$ cat src/rtl/cache_write_buffer_if.sv
// ============================================================================
//  Module      : cache_write_buffer_if
//  Description : Bus bundle for the cache write buffer: store intake, load
//                forwarding lookup, memory drain port and occupancy status.
//  Revision    : 1.0 - initial release
// ============================================================================
`default_nettype none

interface cache_write_buffer_if #(
    parameter int WIDTH = 32,
    parameter int DEPTH = 4
);
    localparam int CNT_W = $clog2(DEPTH) + 1;

    logic              wr_valid_i;
    logic [WIDTH-1:0]  wr_addr_i;
    logic [WIDTH-1:0]  wr_data_i;
    logic              wr_byte_op_i;
    logic              wr_ready_o;
    logic [WIDTH-1:0]  ld_addr_i;
    logic              fwd_hit_o;
    logic [WIDTH-1:0]  fwd_data_o;
    logic              fwd_stall_o;
    logic [WIDTH-1:0]  mem_address_o;
    logic [WIDTH-1:0]  mem_write_data_o;
    logic              mem_write_enable_o;
    logic              mem_byte_op_o;
    logic              mem_ack_i;
    logic              empty_o;
    logic              full_o;
    logic [CNT_W-1:0]  count_o;

    modport slave (
        input  wr_valid_i, wr_addr_i, wr_data_i, wr_byte_op_i, ld_addr_i, mem_ack_i,
        output wr_ready_o, fwd_hit_o, fwd_data_o, fwd_stall_o,
               mem_address_o, mem_write_data_o, mem_write_enable_o, mem_byte_op_o,
               empty_o, full_o, count_o
    );

    modport master (
        output wr_valid_i, wr_addr_i, wr_data_i, wr_byte_op_i, ld_addr_i, mem_ack_i,
        input  wr_ready_o, fwd_hit_o, fwd_data_o, fwd_stall_o,
               mem_address_o, mem_write_data_o, mem_write_enable_o, mem_byte_op_o,
               empty_o, full_o, count_o
    );
endinterface

`default_nettype wire

$ cat src/rtl/cache_write_buffer.sv
// ============================================================================
//  Module      : cache_write_buffer
//  Description : FIFO store buffer between the data cache and memory with
//                store-to-load forwarding. WB_COALESCE_EN enables in-place
//                merging of word stores into the youngest pending entry.
//  Revision    : 1.0 - initial release
// ============================================================================
`default_nettype none

module cache_write_buffer #(
    parameter int WIDTH = 32,
    parameter int DEPTH = 4
) (
    input  logic                  clk_i,
    input  logic                  rst_i,
    cache_write_buffer_if.slave   bus
);
    localparam int PTR_W = $clog2(DEPTH);
    localparam int CNT_W = PTR_W + 1;

    typedef enum logic [0:0] {ST_IDLE = 1'b0, ST_ISSUE = 1'b1} state_t;

    logic [WIDTH-1:0] r_addr [DEPTH];
    logic [WIDTH-1:0] r_data [DEPTH];
    logic [DEPTH-1:0] r_byte;
    logic [DEPTH-1:0] r_valid;
    logic [PTR_W-1:0] r_head;
    logic [PTR_W-1:0] r_tail;
    logic [CNT_W-1:0] r_count;
    logic             r_full;
    logic             r_empty;
    state_t           r_state;

    logic             w_push;
    logic             w_pop;
    logic             w_coalesce;
    logic [PTR_W-1:0] w_tail_m1;
    logic [CNT_W-1:0] w_count_nxt;
    logic             w_issue;

    assign w_issue   = (r_state == ST_ISSUE);
    assign w_tail_m1 = r_tail - 1'b1;

`ifdef WB_COALESCE_EN
    // Youngest entry sits just behind tail; the head being issued must not change under memory.
    assign w_coalesce = bus.wr_valid_i && !bus.wr_byte_op_i && !r_empty
                        && r_valid[w_tail_m1] && !r_byte[w_tail_m1]
                        && (r_addr[w_tail_m1][WIDTH-1:2] == bus.wr_addr_i[WIDTH-1:2])
                        && !(w_issue && (w_tail_m1 == r_head));
`else
    assign w_coalesce = 1'b0;
`endif

    assign bus.wr_ready_o = !r_full || w_coalesce;
    assign w_push         = bus.wr_valid_i && !r_full && !w_coalesce;
    assign w_pop          = w_issue && bus.mem_ack_i;
    assign w_count_nxt    = r_count + CNT_W'(w_push) - CNT_W'(w_pop);

    always_ff @(posedge clk_i) begin
        if (rst_i) begin
            r_head  <= '0;
            r_tail  <= '0;
            r_count <= '0;
            r_valid <= '0;
            r_full  <= 1'b0;
            r_empty <= 1'b1;
            r_state <= ST_IDLE;
        end else begin
            if (w_push) begin
                r_addr[r_tail]  <= bus.wr_addr_i;
                r_data[r_tail]  <= bus.wr_data_i;
                r_byte[r_tail]  <= bus.wr_byte_op_i;
                r_valid[r_tail] <= 1'b1;
                r_tail          <= r_tail + 1'b1;
            end
            if (w_coalesce) begin
                r_data[w_tail_m1] <= bus.wr_data_i;
            end
            if (w_pop) begin
                r_valid[r_head] <= 1'b0;
                r_head          <= r_head + 1'b1;
            end
            r_count <= w_count_nxt;
            r_full  <= (w_count_nxt == CNT_W'(DEPTH));
            r_empty <= (w_count_nxt == '0);
            case (r_state)
                ST_IDLE:  if (r_count != '0) r_state <= ST_ISSUE;
                ST_ISSUE: if (w_pop && (w_count_nxt == '0)) r_state <= ST_IDLE;
                default:  r_state <= ST_IDLE;
            endcase
        end
    end

    assign bus.mem_write_enable_o = w_issue;
    assign bus.mem_address_o      = w_issue ? r_addr[r_head] : '0;
    assign bus.mem_write_data_o   = w_issue ? r_data[r_head] : '0;
    assign bus.mem_byte_op_o      = w_issue && r_byte[r_head];
    assign bus.count_o            = r_count;
    assign bus.full_o             = r_full;
    assign bus.empty_o            = r_empty;

    logic             w_found;
    logic             w_any_byte;
    logic [PTR_W-1:0] w_young;
    logic [PTR_W-1:0] w_idx;

    // Walk oldest to youngest so the last match seen is the youngest.
    always_comb begin
        w_found    = 1'b0;
        w_any_byte = 1'b0;
        w_young    = '0;
        w_idx      = '0;
        for (int k = 0; k < DEPTH; k++) begin
            w_idx = r_head + PTR_W'(k);
            if (r_valid[w_idx] && (r_addr[w_idx][WIDTH-1:2] == bus.ld_addr_i[WIDTH-1:2])) begin
                w_found = 1'b1;
                w_young = w_idx;
                if (r_byte[w_idx]) w_any_byte = 1'b1;
            end
        end
    end

    assign bus.fwd_stall_o = w_any_byte;
    assign bus.fwd_hit_o   = w_found && !w_any_byte;
    assign bus.fwd_data_o  = (w_found && !w_any_byte) ? r_data[w_young] : '0;

    logic w_unused_ld;
    assign w_unused_ld = ^bus.ld_addr_i[1:0];

endmodule

`default_nettype wire
$ cat src/flat_wrapper.sv
// flat-port wrapper written by rule: the top's interface ports become plain ports
module cache_write_buffer_flat 
#(
    parameter int WIDTH = 32,
    parameter int DEPTH = 4
)
  (clk_i, rst_i, bus_wr_valid_i, bus_wr_addr_i, bus_wr_data_i, bus_wr_byte_op_i, bus_ld_addr_i, bus_mem_ack_i, bus_wr_ready_o, bus_fwd_hit_o, bus_fwd_data_o, bus_fwd_stall_o, bus_mem_address_o, bus_mem_write_data_o, bus_mem_write_enable_o, bus_mem_byte_op_o, bus_empty_o, bus_full_o, bus_count_o);
  cache_write_buffer_if #(.WIDTH(WIDTH), .DEPTH(DEPTH)) bus_i ();
  input  logic clk_i;
  input  logic rst_i;
  input wire logic [$bits(bus_i.wr_valid_i)-1:0] bus_wr_valid_i;
  input wire logic [$bits(bus_i.wr_addr_i)-1:0] bus_wr_addr_i;
  input wire logic [$bits(bus_i.wr_data_i)-1:0] bus_wr_data_i;
  input wire logic [$bits(bus_i.wr_byte_op_i)-1:0] bus_wr_byte_op_i;
  input wire logic [$bits(bus_i.ld_addr_i)-1:0] bus_ld_addr_i;
  input wire logic [$bits(bus_i.mem_ack_i)-1:0] bus_mem_ack_i;
  output wire logic [$bits(bus_i.wr_ready_o)-1:0] bus_wr_ready_o;
  output wire logic [$bits(bus_i.fwd_hit_o)-1:0] bus_fwd_hit_o;
  output wire logic [$bits(bus_i.fwd_data_o)-1:0] bus_fwd_data_o;
  output wire logic [$bits(bus_i.fwd_stall_o)-1:0] bus_fwd_stall_o;
  output wire logic [$bits(bus_i.mem_address_o)-1:0] bus_mem_address_o;
  output wire logic [$bits(bus_i.mem_write_data_o)-1:0] bus_mem_write_data_o;
  output wire logic [$bits(bus_i.mem_write_enable_o)-1:0] bus_mem_write_enable_o;
  output wire logic [$bits(bus_i.mem_byte_op_o)-1:0] bus_mem_byte_op_o;
  output wire logic [$bits(bus_i.empty_o)-1:0] bus_empty_o;
  output wire logic [$bits(bus_i.full_o)-1:0] bus_full_o;
  output wire logic [$bits(bus_i.count_o)-1:0] bus_count_o;
  assign bus_i.wr_valid_i = bus_wr_valid_i;
  assign bus_i.wr_addr_i = bus_wr_addr_i;
  assign bus_i.wr_data_i = bus_wr_data_i;
  assign bus_i.wr_byte_op_i = bus_wr_byte_op_i;
  assign bus_i.ld_addr_i = bus_ld_addr_i;
  assign bus_i.mem_ack_i = bus_mem_ack_i;
  assign bus_wr_ready_o = bus_i.wr_ready_o;
  assign bus_fwd_hit_o = bus_i.fwd_hit_o;
  assign bus_fwd_data_o = bus_i.fwd_data_o;
  assign bus_fwd_stall_o = bus_i.fwd_stall_o;
  assign bus_mem_address_o = bus_i.mem_address_o;
  assign bus_mem_write_data_o = bus_i.mem_write_data_o;
  assign bus_mem_write_enable_o = bus_i.mem_write_enable_o;
  assign bus_mem_byte_op_o = bus_i.mem_byte_op_o;
  assign bus_empty_o = bus_i.empty_o;
  assign bus_full_o = bus_i.full_o;
  assign bus_count_o = bus_i.count_o;
  cache_write_buffer #(.WIDTH(WIDTH), .DEPTH(DEPTH)) u_core (.clk_i(clk_i), .rst_i(rst_i), .bus(bus_i));
endmodule
$ cat config.mk
export PLATFORM = sky130hd
export DESIGN_NAME = cache_write_buffer_flat
export DESIGN_NICKNAME = d
export VERILOG_FILES = /design/src/rtl/cache_write_buffer_if.sv /design/src/rtl/cache_write_buffer.sv /design/src/flat_wrapper.sv
export SDC_FILE = /design/constraint.sdc
export NUM_CORES = 1
export LEC_CHECK = 0
export CORE_MARGIN = 8
export CORE_UTILIZATION = 25
export DETAILED_ROUTE_END_ITERATION = 8
export GPL_TIMING_DRIVEN = 1
export PLACE_DENSITY = 0.39
export SETUP_SLACK_MARGIN = 0.2
export SLEW_MARGIN = 5
export SYNTH_ARGS = -nofsm -noshare
export SYNTH_HDL_FRONTEND = slang
export SYNTH_SLANG_ARGS = --single-unit
$ cat constraint.sdc
create_clock -name clk_i -period 7.65 [get_ports clk_i]
set_clock_uncertainty 0.2 [all_clocks]
set_input_delay 1.53 -clock clk_i [delete_from_list [all_inputs] [get_ports clk_i]]
set_output_delay 1.53 -clock clk_i [all_outputs]
set_load 0.01 [all_outputs]
==> results by group <==
Outcome
  – Status: finished clean

Place
  – GPL Wtd Cong: 0.936
  – DP HPWL: 50000 µm
  – Number of port buffers: 204

Cells and area
  – Commonest non-fill, non-tap cell in the layout: edfxtp_1
  – Multi-input gate area: 10200 µm²
  – Layout area overhead: 26.6%
  – Final Util: 31.9%
  – Sequential cell area: 8140 µm²
  – # fillers: 7559
  – Most frequent cells in the layout: edfxtp_1, clkdlybuf4s50_1, mux2i_1, mux4_2, nand2_1
  – Final #Nets: 1959
  – Share of layout cells above drive strength 1: 18.9%

GRT
  – Total grt overflow: 0
  – Initial antenna violation count: 8
  – Vias in the first global route: 15200
  – Largest net degree at the start of global routing: 110
  – Total track usage: 16.4%
  – Global-route wire length before repair: 106000 µm

Floorplan
  – Initial Util: 25.2%
  – Row cnt: 101
  – Die Wd: 292 µm
  – I/O pin count: 207
  – DIE HEIGHT: 292 µm
  – Die area: 85300 µm²
  – Core box area: 75700 µm²

Synth
  – Synth area leader: edfxtp_1
  – #FFs+latches synth: 276
  – Top post-synthesis cells by area: edfxtp_1, mux4_2, mux2i_1, xnor2_1, and2_1
  – Distinct cells, synth: 73
  – Async set or reset register ratio after synthesis: 0%
  – Top_reg_cell synth: edfxtp_1
  – Post-Syn Instances: 1630
  – Average size of a mapped cell: 11.7 µm²
  – Synth Warn #: 0
  – Sequential fraction of the synthesis area: 42.6%
  – Post-synth top area share: 41.0%
  – Syn Std Cell Area: 19100 µm²
  – Synthesized net count: 1742
  – Post-synth EDFFs: 260

Timing
  – Final hold violations: 0
  – Worst-margin pin slew: 1.05 ns
  – Min Tclk post-route: 7.27 ns
  – Final Cycle Share: 95.0%
  – Count of pins over their slew limit: 0
  – Fmax: 0.138 GHz
  – Worst slew margin: 30.0%
  – Setup violators final: 0
  – Final TNS setup: 0 ns
  – RSZ-0062 raised after global routing: no

Worst hold path
  – Hold Path Depth: 2
  – Min-Delay Path Class: reg2reg

Pwr
  – Total power: 6.14 mW
  – VDD IR max: 0.122 mV
  – P per Cell Area: 254 nW/µm²
  – Pleak: 7.61 nW

Worst setup path
  – Critical Path RT: 5.92 ns
  – Critical Path Source Type: input pin
  – Crit-path max FO: 16
  – Crit path arrival time: 5.54 ns
  – Critical setup path kind: in2out
  – Crit. End Element: output port
  – R2R cell count: 10

Detailed routing
  – Routed wire length: 72300 µm
  – Antenna-violating nets left: 0
  – Iter 0 DRT Violations: 1224
  – DR vias/cell: 5.27
  – Drt first pass iters: 5
  – DR DRC count: 0
  – Wire per inst: 25.3 µm
  – Via count: 15000

Clock network
  – Hold-fix buffers, CTS: 0
  – Post-CTS Setup Repair Bufs: 0
  – Total CTS buffers: 38
  – TritonCTS clock tree: done
  – Clock sinks: 276
  – H-tree levels: 2
  – Root Driver: clkbuf_16
  – Clock buffer depth: 3
  – Clk slew on worst S/H paths: 0.06 ns
  – Clock latency on the worst-skew pair: 0.56 ns

Run
  – Number of max-cap violations: 0
==> sequential cells by signal, summed over array words and instances (netlist names), named ones only <==
signal and flops:
u_core.r_tail 2, u_core.bus.count_o 3, u_core.bus.full_o 1, u_core.r_addr 128
u_core.r_byte 4, u_core.r_data 128, u_core.bus.mem_write_enable_o 1, u_core.r_valid 4
u_core.r_head 2, u_core.bus.empty_o 1
==> layout make-up <==
type                    count  share of cell area, %
clock buffers              41                   4.07
flip-flops and latches    276                   33.7
inverters                  22                  0.342
repair buffers            327                   13.5
well taps                 978                   5.07
diodes                      1                 0.0104
clock inverters            28                  0.902
multi-input cells        1182                   42.4
==> Yosys cell counts (5+ instances only) <==
master,n
mux4_2,115
nand2b_1,5
nor2_1,29
o211ai_1,7
nand2_1,107
a311oi_1,5
and4_1,30
o2111a_1,5
mux2_2,15
buf_6,12
a22oi_1,5
clkbuf_1,90
o21ai_0,54
buf_1,7
xnor2_1,80
o22ai_1,14
a211oi_1,15
nor4b_1,30
dfxtp_1,16
buf_2,27
o2bb2ai_1,9
nor2b_1,33
and2_1,97
nand4_1,22
o2111ai_1,5
buf_4,8
xor2_1,17
nor4_2,6
edfxtp_1,260
mux2i_1,170
inv_1,20
ha_1,10
nor4_1,38
nor3_1,40
and3_1,28
nand3_1,73
a21oi_1,78
==> routing by layer <==
metal | global-route usage [%] | part of all wire, % | vias up
met5 | 0 | 0.10 | -
met2 | 27.0 | 47 | 419
li1 | - | - | 6789
met1 | 22.4 | 46 | 7730
met4 | 3.49 | 1.8 | 10
met3 | 3.12 | 5.4 | 94
==> final timing paths <==
kind,from,endpoint,slack (ns)
min reg2reg,u_core.r_tail[0]$_SDFFE_PP0P_,u_core.r_tail[0]$_SDFFE_PP0P_,0.38
max,bus_ld_addr_i[20],bus_fwd_data_o[4],0.38
min,u_core.r_tail[0]$_SDFFE_PP0P_,u_core.r_tail[0]$_SDFFE_PP0P_,0.38
max reg2reg,u_core.bus.mem_write_enable_o$_SDFF_PP0_,u_core.bus.mem_write_enable_o$_SDFF_PP0_,4.02
==> stage by stage <==
| stage | hold WS, ns | setup WS [ns] | instance area, µm² | instances |
|---|---|---|---|---|
| 2_1_floorplan | 0.310 | 1.16 | 19100 | 1630 |
| 3_3_place_gp | 0.359 | 0.0497 | 22800 | 2785 |
| 3_5_place_dp | 0.369 | 0.121 | 22800 | 2785 |
| 4_1_cts | 0.376 | 0.211 | 24000 | 2854 |
| 5_1_grt | 0.392 | 0.206 | 24100 | 2854 |
| 6_report | 0.381 | 0.381 | 24100 | 2855 |
==> what timing repair did <==
item	4_1_cts	5_1_grt
cloned	0	0
setup endpoints to repair	31	32
pin swaps	0	1
gates resized for setup	2	20
==> power breakdown <==
part	switching, mW	internal [mW]
clock network	0.716	1.03
registers	0.148	1.80
logic	1.33	1.12
==> worst max-delay path, stage by stage <==
cell,delay (ns)
clkdlybuf4s50_1,0.49
inv_1,0.10
o21ai_0,0.07
o21ai_0,0.62
o211ai_1,0.15
nor4_1,0.33
and4_1,0.35
mux2i_1,0.10
a311o_2,0.46
buf_12,0.18
buf_4,0.15
nor4_1,0.32
a211oi_1,0.11
clkdlybuf4s50_1,0.55
==> cells by family after synthesis <==
group | count (synthesis) | synth area share, %
simple gates | 548 | 16.6
mux | 301 | 23.5
flops | 276 | 42.6
compound gates | 225 | 7.48
buf+inv | 172 | 4.52
xor+xnor | 97 | 4.46
fa+ha+maj | 11 | 0.761
No activity file was read; power rests on OpenSTA's default activity.
